**src/rtl/dilithium_ctrl_pkg.sv**
```systemverilog
// Shared types, opcodes and expected-word-count table for the Dilithium op sequencer.
package dilithium_ctrl_pkg;

  typedef enum logic [1:0] {
    KEYGEN = 2'd0,
    SIGN   = 2'd1,
    VERIFY = 2'd2,
    RSVD   = 2'd3
  } mode_e;

  typedef enum logic [2:0] {
    IDLE  = 3'd0,
    ISSUE = 3'd1,
    RUN   = 3'd2,
    DONE  = 3'd3,
    ERR   = 3'd4
  } state_e;

  localparam logic [3:0] OP_NONE   = 4'h0;
  localparam logic [3:0] OP_KEYGEN = 4'h1;
  localparam logic [3:0] OP_SIGN   = 4'h2;
  localparam logic [3:0] OP_VERIFY = 4'h3;

  localparam int EXP_W = 12;

  function automatic logic sec_level_ok(input int sec_level);
    return (sec_level == 2) || (sec_level == 3) || (sec_level == 5);
  endfunction

  // Output-stream length of each operation, in core words.
  function automatic logic [EXP_W-1:0] exp_words(input int sec_level, input mode_e mode);
    logic [EXP_W-1:0] w;
    w = 12'd0;
    case (mode)
      KEYGEN: begin
        case (sec_level)
          3:       w = 12'd1488;
          5:       w = 12'd1864;
          default: w = 12'd960;
        endcase
      end
      SIGN: begin
        case (sec_level)
          3:       w = 12'd824;
          5:       w = 12'd1149;
          default: w = 12'd605;
        endcase
      end
      VERIFY:  w = 12'd1;
      default: w = 12'd0;
    endcase
    return w;
  endfunction

  function automatic logic [3:0] opcode(input mode_e mode);
    logic [3:0] op;
    case (mode)
      KEYGEN:  op = OP_KEYGEN;
      SIGN:    op = OP_SIGN;
      VERIFY:  op = OP_VERIFY;
      default: op = OP_NONE;
    endcase
    return op;
  endfunction

endpackage

```
**src/rtl/dilithium_stall_watchdog.sv**
```systemverilog
// Stall counter: counts enabled cycles without a clear and flags the cycle it would hit TIMEOUT-1.
module dilithium_stall_watchdog #(
  parameter int TIMEOUT = 65535
) (
  input  logic clk,
  input  logic rst,
  input  logic clr_i,
  input  logic en_i,
  output logic expired_o
);

  localparam int W = $clog2(TIMEOUT + 1);

  logic [W-1:0] cnt_q;
  logic [W-1:0] cnt_d;

  // Next count: clear wins over increment.
  always_comb begin
    cnt_d = cnt_q;
    if (clr_i) begin
      cnt_d = {W{1'b0}};
    end else if (en_i) begin
      cnt_d = cnt_q + W'(1);
    end else begin
      cnt_d = cnt_q;
    end
  end

  // Counter register.
  always_ff @(posedge clk) begin
    if (rst) begin
      cnt_q <= {W{1'b0}};
    end else begin
      cnt_q <= cnt_d;
    end
  end

  // A clear (beat or handshake) in the limit cycle suppresses expiry.
  assign expired_o = en_i && !clr_i && (cnt_q == W'(TIMEOUT - 1));

endmodule

```
**src/rtl/dilithium_op_sequencer.sv**
```systemverilog
// Issues one opcode per host request to the Dilithium core, counts output beats to completion
// and aborts with an error pulse on reserved modes or stalled operations.
module dilithium_op_sequencer
  import dilithium_ctrl_pkg::*;
#(
  parameter int SEC_LEVEL      = 2,
  parameter int TIMEOUT_CYCLES = 65535,
  parameter int CNT_W          = 12
) (
  input  logic             clk,
  input  logic             rst,
  input  logic             start,
  input  logic [1:0]       mode,
  output logic [3:0]       op_o,
  output logic             op_valid_o,
  input  logic             core_ready_i,
  input  logic             in_fire_i,
  input  logic             out_fire_i,
  output logic             busy_o,
  output logic             done_o,
  output logic             error_o,
  output logic [CNT_W-1:0] word_cnt_o
);

  if (!sec_level_ok(SEC_LEVEL)) begin : g_bad_sec_level
    $fatal(1, "dilithium_op_sequencer: SEC_LEVEL must be 2, 3 or 5");
  end

  if (int'(exp_words(SEC_LEVEL, KEYGEN)) >= (1 << CNT_W)) begin : g_bad_cnt_w
    $fatal(1, "dilithium_op_sequencer: CNT_W too narrow for the keygen word count");
  end

  state_e           state_q, state_d;
  mode_e            mode_q, mode_d;
  logic [CNT_W-1:0] exp_q, exp_d;
  logic [CNT_W-1:0] word_cnt_q, word_cnt_d;
  logic [3:0]       op_q, op_d;
  logic             op_valid_q, op_valid_d;
  logic             busy_q, busy_d;
  logic             done_q, done_d;
  logic             error_q, error_d;

  logic wd_en_s;
  logic wd_clr_s;
  logic wd_expired_s;

  assign wd_en_s  = (state_q == ISSUE) || (state_q == RUN);
  assign wd_clr_s = !wd_en_s
                 || ((state_q == ISSUE) && core_ready_i)
                 || ((state_q == RUN) && (in_fire_i || out_fire_i));

  dilithium_stall_watchdog #(
    .TIMEOUT (TIMEOUT_CYCLES)
  ) u_watchdog (
    .clk       (clk),
    .rst       (rst),
    .clr_i     (wd_clr_s),
    .en_i      (wd_en_s),
    .expired_o (wd_expired_s)
  );

  // Next-state logic plus outputs decoded from the next state so they register with it.
  always_comb begin
    state_d    = state_q;
    mode_d     = mode_q;
    exp_d      = exp_q;
    word_cnt_d = word_cnt_q;
    op_d       = OP_NONE;
    op_valid_d = 1'b0;
    busy_d     = 1'b0;
    done_d     = 1'b0;
    error_d    = 1'b0;

    case (state_q)
      IDLE: begin
        if (start) begin
          if (mode_e'(mode) == RSVD) begin
            state_d = ERR;
          end else begin
            state_d    = ISSUE;
            mode_d     = mode_e'(mode);
            exp_d      = CNT_W'(exp_words(SEC_LEVEL, mode_e'(mode)));
            word_cnt_d = {CNT_W{1'b0}};
          end
        end else begin
          state_d = IDLE;
        end
      end
      ISSUE: begin
        if (core_ready_i) begin
          state_d    = RUN;
          word_cnt_d = {CNT_W{1'b0}};
        end else if (wd_expired_s) begin
          state_d = ERR;
        end else begin
          state_d = ISSUE;
        end
      end
      RUN: begin
        if (out_fire_i) begin
          word_cnt_d = word_cnt_q + CNT_W'(1);
          if (word_cnt_q == exp_q - CNT_W'(1)) begin
            state_d = DONE;
          end else begin
            state_d = RUN;
          end
        end else if (wd_expired_s) begin
          state_d = ERR;
        end else begin
          state_d = RUN;
        end
      end
      DONE:    state_d = IDLE;
      ERR:     state_d = IDLE;
      default: state_d = IDLE;
    endcase

    case (state_d)
      ISSUE: begin
        op_d       = opcode(mode_d);
        op_valid_d = 1'b1;
        busy_d     = 1'b1;
      end
      RUN:     busy_d = 1'b1;
      DONE:    done_d = 1'b1;
      ERR: begin
        done_d  = 1'b1;
        error_d = 1'b1;
      end
      default: busy_d = 1'b0;
    endcase
  end

  // FSM and output registers.
  always_ff @(posedge clk) begin
    if (rst) begin
      state_q    <= IDLE;
      mode_q     <= KEYGEN;
      exp_q      <= {CNT_W{1'b0}};
      word_cnt_q <= {CNT_W{1'b0}};
      op_q       <= OP_NONE;
      op_valid_q <= 1'b0;
      busy_q     <= 1'b0;
      done_q     <= 1'b0;
      error_q    <= 1'b0;
    end else begin
      state_q    <= state_d;
      mode_q     <= mode_d;
      exp_q      <= exp_d;
      word_cnt_q <= word_cnt_d;
      op_q       <= op_d;
      op_valid_q <= op_valid_d;
      busy_q     <= busy_d;
      done_q     <= done_d;
      error_q    <= error_d;
    end
  end

  assign op_o       = op_q;
  assign op_valid_o = op_valid_q;
  assign busy_o     = busy_q;
  assign done_o     = done_q;
  assign error_o    = error_q;
  assign word_cnt_o = word_cnt_q;

endmodule

```
**config.mk**
```make
export PLATFORM = sky130hd
export DESIGN_NAME = dilithium_op_sequencer
export DESIGN_NICKNAME = d
export VERILOG_FILES = /design/src/rtl/dilithium_ctrl_pkg.sv /design/src/rtl/dilithium_stall_watchdog.sv /design/src/rtl/dilithium_op_sequencer.sv
export SDC_FILE = /design/constraint.sdc
export NUM_CORES = 1
export LEC_CHECK = 0
export ABC_AREA = 1
export BUFFER_PORTS_ARGS = -buffer_cell sky130_fd_sc_hd__buf_2
export CAP_MARGIN = 20
export CORE_MARGIN = 4
export CORE_UTILIZATION = 45
export DETAILED_ROUTE_END_ITERATION = 8
export PLACE_DENSITY = 0.75
export SKIP_CTS_REPAIR_TIMING = 1
export SLEW_MARGIN = 10
export SYNTH_ARGS = -nofsm -noshare
export SYNTH_HDL_FRONTEND = slang
export SYNTH_SLANG_ARGS = --single-unit
```
**constraint.sdc**
```tcl
create_clock -name clk -period 4.3 [get_ports clk]
set_input_delay 0.86 -clock clk [delete_from_list [all_inputs] [get_ports clk]]
set_output_delay 0.86 -clock clk [all_outputs]
set_load 0.01 [all_outputs]
```
**Yosys cells after proc, flatten, opt, wreduce, memory -nomap -nowiden**

Index checks and enable logic that the tools add are counted.

- Flip-flop bits (word level): 53

- Bitwise operators: 2
- Muxes and demuxes: 22
- Equal/unequal tests: 17
- $add $sub $neg: 3
- Reduce and logical (&&, ||, !) cells: 20

Operators by type and width:

| operator | count |
|---|---|
| $mux 12 | 4 |
| $pmux 12 s3 | 1 |
| $pmux 10 s3 | 1 |
| $mux 3 | 6 |
| $add 16x1->16 const B | 1 |
| $eq 16x16->1 const B | 1 |
| $add 12x1->12 const B | 1 |
| $eq 12x12->1 | 1 |
| $sub 12x1->12 const B | 1 |
| $eq 3x2->1 const B | 3 |
| $pmux 3 s3 | 1 |
| $ne 2x2->1 const B | 4 |
| $reduce_or 2->1 | 4 |
| $eq 2x2->1 const B | 3 |
| $eq 3x1->1 const B | 2 |
| $mux 2 | 3 |
| $pmux 2 s3 | 1 |
| $mux 1 | 5 |
| $reduce_and 5->1 | 1 |
| $eq 2x1->1 const B | 2 |
| $logic_and 1x1->1 | 4 |
| $logic_not 2->1 | 2 |
| $logic_or 1x1->1 | 4 |
| $eq 3x3->1 const B | 1 |
| 5 further kinds | 7 |

**Logic depth before layout (Yosys ltp)**

Gate-level depths: netlist of run 1.

- Depth after elaboration: 14
- Mapped depth: 12

**Modules after synthesis**

A second synthesis of run 1 with hierarchy kept.

- Cells, all modules: 387
- Area total of the unflattened synthesis: 2,646.3 um^2

Modules (own cells, without submodules):

| module | seq. area each (um^2) | area an instance (um^2) | times used | cells each |
|---|---|---|---|---|
| dilithium_op_sequencer | 540.5 | 1,806.7 | 1 | 267 |
| dilithium_stall_watchdog | 320.3 | 839.6 | 1 | 120 |

**Worst setup path after synthesis of run 1**

Ideal clock, no wire load.

- Kind: input -> register
- Start: input mode[0]
- End: register word_cnt_q[3] (netlist: word_cnt_o[3])
- Stages: 8
- Data arrival time: 1,925 ps
- Buffers on the path: 1
- Slack: 2,309 ps
- Cell sequence: ha_1 > inv_1 > nand4_2 > a21oi_4 > buf_6 > nand2_4 > or2_0 > a21oi_2

- Longest elaborated chain between the ends: 3

Ends and longest elaborated chain:

| item | RTL line | text |
|---|---|---|
| start: declaration | dilithium_op_sequencer.sv:13 | `input logic [1:0] mode,` |
| $eq 2x2->1 | dilithium_op_sequencer.sv:77 | `if (mode_e'(mode) == RSVD) begin` |
| $ne 2x2->1 (no line) | n/a |  |
| $reduce_and 5->1 (no line) | n/a |  |
| end signal: assignment | dilithium_op_sequencer.sv:140 | `word_cnt_q <= {CNT_W{1'b0}};` |
| end signal: assignment | dilithium_op_sequencer.sv:150 | `word_cnt_q <= word_cnt_d;` |
| end: declaration | dilithium_op_sequencer.sv:36 | `logic [CNT_W-1:0] word_cnt_q, word_cnt_d;` |

No other way between the ends.
A chain may end at the register's enable or synchronous reset.

**Worst setup path in the final report of run 1**

- Start: input mode[0]
- End: register word_cnt_q[6] (netlist: word_cnt_o[6])

Same word-level chain as after synthesis.

==> results of run 1 <==
[Yosys cell counts (all sizes together) (5+ instances only)]
cell type    n
ha          11
nand3       24
nor2        46
xor2         6
o21ai       18
nor3b        5
nand2      103
inv         54
a21oi       29
dfxtp       43
buf          7
nor3        10
nand4       13
[worst paths after layout]
kind	start	cells past startpoint	slack [ns]	to
setup reg to reg	state_q[2]	6	2.23	word_cnt_o[6]
hold reg to reg	u_watchdog.cnt_q[8]	1	0.50	u_watchdog.cnt_q[8]
hold / removal	u_watchdog.cnt_q[8]	1	0.50	u_watchdog.cnt_q[8]
setup / recovery	mode[0]	8	1.78	word_cnt_o[6]
[cell type report]
| cell class | instances | area, µm² |
|---|---|---|
| repair buffers | 25 | 125 |
| clock buffers | 5 | 68.8 |
| flip-flops and latches | 43 | 861 |
| inverters | 54 | 205 |
| fillers | 541 | 2710 |
| multi-input cells | 281 | 1490 |
| well taps | 72 | 90.1 |
| clock inverters | 3 | 26.3 |
[worst max-delay path, cell delays in order]
cell and delay [ns]:
buf_2 0.12, ha_1 0.21, inv_1 0.07, nand4_2 0.27, a21oi_4 0.43, inv_1 0.29
o21ai_2 0.35, nor3b_1 0.10
[where the power goes]
part           internal (µW)  switching, µW
sequential               411           11.7
clock                    120            158
combinational           45.1           96.0
total                    576            265
[per-layer routing]
layer / part of all wire, % / wire, µm / global-route usage (%) / vias to the layer above
li1: - / - / - / 1285
met1: 45 / 2570 / 19.8 / 1118
met2: 48 / 2710 / 28.0 / 75
met3: 4.7 / 266 / 3.63 / 17
met4: 2.7 / 155 / 7.46 / 0
met5: 0 / 0 / 0 / -
[state kept, by name, indices dropped and copies added, names as in the netlist]
name / flops
op_o: 2
done_o: 1
error_o: 1
state_q: 3
u_watchdog.cnt_q: 16
op_valid_o: 1
exp_q: 4
mode_q: 2
word_cnt_o: 12
busy_o: 1
[stage by stage]
step                      instances  utilization, %  total power (µW)  setup slack (ns)
final                           483            51.4               841              1.78
after global routing            483            51.4               884              1.62
after CTS                       483            51.4               849              1.81
after detailed placement        475            49.7               571              1.48
after global placement          475            49.7               569              1.55
after floorplan                 386               -               545              2.31
[kinds of logic after synthesis]
| kind of cell | Yosys count |
|---|---|
| other cells | 1 |
| flops | 43 |
| fa+ha+maj | 11 |
| buf+inv | 62 |
| compound gates | 53 |
| simple gates | 209 |
| xor+xnor | 6 |
==> results.md, run 1 <==
Status:
- The run finished with clean final reports.

Global routing:
- Global routing finished with a remaining overflow of 0.
- The overall global routing resource usage is 16.5%.
- The via count of the first global-routing pass is 2,239.
- The maximum number of pins on one net before global-route repair is 17.
- The wire length of the first global-routing pass is 9820 µm.
- The number of antenna violations at the first check in global routing is 0.

Worst setup path:
- The launching element type of the critical path is a primary input.
- The signal arrival time at the worst endpoint is 2.71 ns.
- Along the worst path, the maximum fanout reaches 12.
- At the worst endpoint, the required time is 4.49 ns.
- The type of element capturing the critical path is a register.
- The critical path is of the primary input to register type.

Yosys:
- For this run, the leading register cell type out of synthesis is dfxtp_1.
- The main combinational cell family by area after synthesis is simple AND/OR/NAND/NOR gates.
- Ranked by total cell area, the synthesized netlist is headed by dfxtp_1 33%, nand2_1 14%, inv_1 7.5%, nor2_1 6.2%, ha_1 5.3%.
- The synthesis-stage register bit count is 43.
- Summed over its instances, the top area cell type makes up 33.0% of the synthesized netlist area.
- The area fraction in compound gates after synthesis is 11.4%.
- Of the total synthesized cell area, the portion taken by XOR and XNOR cells is 2.01%.
- The share of flip-flops with an asynchronous set or reset after synthesis is 0%.
- The area of the mapped netlist is 2610 µm².
- The share of the Yosys chip area taken by registers is 33.0%.
- The adder-cell area share of the yosys netlist is 5.28%.
- The synthesized design contains 0 enable-type register cells.
- During synthesis, Yosys emitted a total of 0 warnings.
- The portion of synthesized area spent on multiplexers is 0%.
- The cell count after synthesis is 385.
- Each instance of the synthesized netlist takes up on average 6.78 µm².
- The number of distinct library cells after synthesis is 40.
- The simple-gate portion of the synthesized area is 38.1%.
- dfxtp_1 takes more of the synthesized area than any other cell.

Drt:
- Using the TritonRoute via totals, the vias-per-cell ratio works out to 5.17.
- The post-detailed-route wirelength per cell is 11.8 µm.
- The final antenna-violating net count is 0.
- The violation count after the first detailed-routing iteration is 150.
- The total detailed-routing wirelength is 5700 µm.
- The via total after detailed routing is 2,495.
- For this run, design rule violations remaining after detail routing come to 0.
- The first-pass iteration count of the detailed router is 4.

Die:
- Measured along the x axis, the die boundary spans 84.1 µm.
- In this run the count of I/O pins placed on the die edge is 28.
- From bottom edge to top edge, the die measures 84.1 µm.
- The standard-cell row count is 27.
- The core outline area is 5570 µm².
- The initial core utilization is 46.8%.
- The die area is 7080 µm².

Clocking:
- TritonCTS built the clock tree.
- In this run the number of H-tree levels came out at 2.
- The root buffer cell is clkbuf_8.
- No sink is reached through more buffers than the 2 on the longest clock path.
- Clock tree synthesis inserted a total of 5 buffers.
- Clock latency on the worst-skew pair, taken at its later pin, is 0.31 ns.
- Clock-pin slew was measured on the worst setup and hold paths at 0.09 ns.
- The number of sinks handled by clock tree synthesis is 43.

Timing:
- The number of max-slew violations in the final report is 0.
- Setup violations remaining at the end of the flow were counted as 0.
- The final critical path takes up 58.6% of the cycle.
- The final hold slack is 0.496 ns.
- The final critical-path required period is 2.52 ns.
- Setup repair after global routing left no endpoint under its margin.
- The final-report hold violation count is 0.
- For the final routed database, the setup TNS stands at 0 ns.
- The clock tree skew after final layout is 0.0123 ns.
- Static timing analysis puts the maximum clock frequency at 397 MHz.

Hold path:
- The worst hold path belongs to the class register to register.

Finish:
- Summing all non-filler instances in the final layout gives an area of 2860 µm².
- The commonest non-fill, non-tap cell in the layout is nand2_1.
- The total number of nets in the final design is 429.
- The repair_antennas step left the layout with diodes totalling 0.
- The share of layout cells above drive strength 1 is 12.9%.
- The library cells used most frequently in the layout, excluding fill and tap cells, are 99 x nand2_1, 52 x inv_1, 43 x nor2_1, 43 x dfxtp_1, 27 x a21oi_1.
- The layout overhead on the synthesized area is 9.78%.

Placement:
- The HPWL after detailed placement is 4380 µm.
- Routability-driven placement finished with a final weighted congestion of 0.891.
- In this run the cell area measured after placement is 2770 µm².
- The number of port buffers is 25.

Power and ir drop:
- In this run the power density over the cells is 294 nW/µm².
- The analysis attributes to cell leakage a power of 0.00125 µW.
- The highest ir drop seen on vdd is 168 µV.

Run:
- Across the run, the number of max-cap violations was 0.
Power figures use the tool's default switching activity.
==> run 2, diff against run 1 <==
ABC_AREA = 0   (was 1)
clock period = 2.6 ns   (was 4.3 ns; I/O delays follow)
==> results.md, run 2 <==
Timing:
- The clock tree skew after final layout is 0.00503 ns (-0.00728 ns).
- The final number of setup-violating endpoints is 0 (unchanged).
- The period utilization is 84.3%.
- Setup repair after global routing left no endpoint under its margin.
- For the pin with the worst max-slew slack, the measured transition is 0.691 ns.
- The final critical-path required period is 2.19 ns.
- The summed negative setup slack over all endpoints is 0 ns (unchanged).
- The max-slew headroom at the worst pin is 53.6%.
- The number of max-slew violations in the final report is 0 (unchanged).
- The final-report hold violation count is 0 (unchanged).
- The fmax is 456 MHz.

Die:
- The standard-cell row count is 25 (-7.4%).
- The top-level I/O count is 28 (unchanged).
- The vertical die dimension was 79.1 µm (-6.0%).
- The die area came to 6250 µm² (-12%).
- The initial core utilization is 47.2% (+0.39 points).
- The core outline area is 4820 µm² (-14%).
- The die outline width came to 79.1 µm (-6.0%).

Drt:
- The final antenna-violating net count is 0 (unchanged).
- The total met2 wirelength after detailed routing is 2160 µm (-20%).
- The post-detailed-route DRC marker count was 0 (unchanged).
- The met3 wire length came to 212 µm (-20%).
- The post-detailed-route wirelength per cell is 12.8 µm (+8.7%).
- The first-pass iteration count of the detailed router came to 5 (+1).
- The via density per instance was 5.29 (+2.4%).
- The total detailed-routing wirelength is 4560 µm (-20%).
- The top routing layer in use is met4.
- The via total after detailed routing is 1,877 (-25%).
- The routed length on met1 came to 2100 µm (-18%).
- The violation count after the first detailed-routing iteration is 78 (-48%).

Worst setup path:
- The startpoint of the worst-slack reg-to-reg timing path is exp_q[0].
- The required time of the critical path came to 2.80 ns (-1.69 ns).
- The minimum setup slack among reg-to-reg paths is 0.41 ns (-1.82 ns).
- The maximum fanout along the worst path was 6 (-6).
- The worst-case reg-to-reg path depth is 7 (+1).
- The critical path in this run is classified as register to register.
- The type of element capturing the critical path is a register.
- The signal arrival time at the worst endpoint is 2.39 ns (-0.32 ns).
- The worst setup path is launched from a register.
- The capture instance of the worst register-to-register path is busy_o.

Clocking:
- The clock insertion delay at the later pin of the skew report is 0.30 ns (about the same).
- The maximum buffer depth of the clock tree was 2 (unchanged).
- TritonCTS built the clock tree.
- The clock-pin slew reported for the worst setup and hold paths after clock tree synthesis is 0.08 ns (about the same).
- The number of sinks handled by clock tree synthesis is 43 (unchanged).
- The count of H-tree levels built during CTS came to 2 (unchanged).
- The root buffer cell is clkbuf_8.
- The total clock buffers created by CTS was 5 (unchanged).

Placement:
- The HPWL after detailed placement is 3390 µm (-22%).
- The final weighted congestion of routability-driven global placement is 0.769 (-14%).
- The number of port buffers was 25 (unchanged).

Power and ir drop:
- The cell internal power dissipation is 1030 µW (+80%).
- The logic gate share of total power was 11.7% (-5.1 points).
- The proportion of power drawn by the clock network came to 38.5% (+5.5 points).
- The total power of the final layout was 1390 µW (+65%).
- The net switching share of the total power is 25.7% (-5.9 points).
- The fraction of power consumed by sequential logic came to 49.8% (-0.5 points).
- The highest ir drop seen on vdd came to 318 µV (+90%).
- The static leakage power was 0.000972 µW (-22%).
- The switching power of the nets is 357 µW (+35%).
- The power density over the cells is 543 nW/µm² (+85%).

Finish:
- The number of flip-flops under the largest register name is 16 (unchanged).
- The number of fill cells in the layout is 470 (-13%).
- The total number of nets in the final design came to 306 (-29%).
- The area occupied by multi-input gates is 1320 µm² (-11%).
- The total area of sequential cells came to 861 µm² (unchanged).
- The area growth from synthesis to layout is 12.8%.
- u_watchdog.cnt_q holds more flip-flops than any other register.
- The antenna cell count came to 0 (unchanged).
- The share of layout cells above drive strength 1 is 15.6% (+2.7 points).
- Leaving out fill and tap cells, the most frequent cells in the layout are 43 x dfxtp_1, 36 x nor2_1, 25 x buf_2.
- Leaving out fill and tap cells, the most frequent cell in the layout is dfxtp_1.

Run:
- The number of max-cap violations came to 0 (unchanged).

Yosys:
- The number of enable flip-flop cells after synthesis is 0 (unchanged).
- The share of flip-flops with an asynchronous set or reset after synthesis was 0% (unchanged).
- The share of synthesized area occupied by flip-flops and latches is 37.9% (+4.9 points).
- The Yosys warning count is 0 (unchanged).
- The area fraction of the dominant cell type after synthesis is 37.9% (+4.9 points).
- The most area-hungry cell type in the Yosys netlist is dfxtp_1.
- By instance count, the leading cell after synthesis is dfxtp_1.
- The average cell area after synthesis is 8.64 µm² (+28%).
- By count the netlist is led by 43 x dfxtp_1, 36 x nor2_1, 21 x xor2_1, 17 x nand2_1.
- The number of distinct library cells after synthesis is 53 (+33%).
- The synthesis-stage register bit count is 43 (unchanged).
- The area of the mapped netlist is 2270 µm² (-13%).
- The most used flip-flop cell after synthesis is dfxtp_1.
- The cell count after synthesis came to 263 (-32%).
- In the post-synthesis netlist, the biggest area contributors are dfxtp_1 38%, xor2_1 8.1%, ha_1 6.1%, nor2_1 5.9%, xnor2_1 3.5%.

Global routing:
- The overall global routing resource usage is 15.5% (-0.95 points).
- The via count of the first global-routing pass was 1,773 (-21%).
- The global-route congestion overflow total is 0 (unchanged).
- The number of antenna violations at the first check in global routing is 0 (unchanged).
- The maximum number of pins on one net before global-route repair came to 17 (unchanged).
- The wire length of the first global-routing pass is 7920 µm (-19%).

Hold path:
- The worst hold path terminates at u_watchdog.cnt_q[10].
- The worst hold path begins at u_watchdog.cnt_q[10].
- The number of cells on the worst hold path is 2 (+1).
- The tightest min-delay check is of the register to register type.

Status:
- The flow ran to the end, and the final reports show no timing, DRC or antenna violations.
run 2: power by group through the flow:
stage	Combinational, µW	Clock [µW]	Sequential (µW)
finish	163	536	692
floorplan	123	0	707
global route	185	573	696
global placement	159	0	707
detailed placement	164	0	708
CTS	165	547	692
run 2: worst max-delay path: stages (launching register included):
cell and delay (ns):
dfxtp_1 0.42, inv_1 0.09, ha_1 0.28, o21ba_2 0.22, a221oi_1 0.30, a41oi_1 0.07
or4_1 0.49, and4_1 0.23
run 2: worst max-delay path by stage:
stage,start,end,slack [ns],cells after the start
after floorplan,exp_q[0],busy_o,0.58,7
after global placement,start,word_cnt_o[8],0.46,6
after detailed placement,exp_q[0],busy_o,0.41,7
after CTS,exp_q[0],busy_o,0.39,7
after global routing,exp_q[0],busy_o,0.24,7
final,exp_q[0],busy_o,0.41,7
run 2: cell families after synthesis:
family / after synthesis / share of synthesized area, %
adder cells (fa/ha/maj): 11 / 6.05
AND/OR/NAND/NOR: 112 / 26.8
buffers and inverters: 20 / 4.35
XOR/XNOR: 30 / 11.6
other: 1 / 0.165
AO/OA/AOI/OAI: 44 / 12.3
flip-flops: 43 / 37.9
multiplexers: 2 / 0.881
run 2: cell type report:
type,instances,share of cell area [%]
well taps,67,3.27
repair buffers,30,6.34
clock buffers,5,2.68
multi-input cells,201,51.4
flip-flops and latches,43,33.6
clock inverters,3,1.85
inverters,6,0.878
run 2: stage by stage:
step,hold WS [ns],instances,setup WS [ns],utilization (%),area [µm²]
after floorplan,0.472,264,0.582,-,2280
after global placement,0.487,347,0.455,50.8,2450
after detailed placement,0.498,347,0.410,50.8,2450
after CTS,0.522,355,0.394,53.2,2560
after global routing,0.557,355,0.241,53.2,2560
final,0.517,355,0.407,53.2,2560
run 2: metal layers:
layer / up-vias / GRT usage, %
met1: 871 / 19.4
li1: 961 / -
met5: - / 0
met3: 7 / 3.74
met4: 0 / 6.01
met2: 38 / 25.8
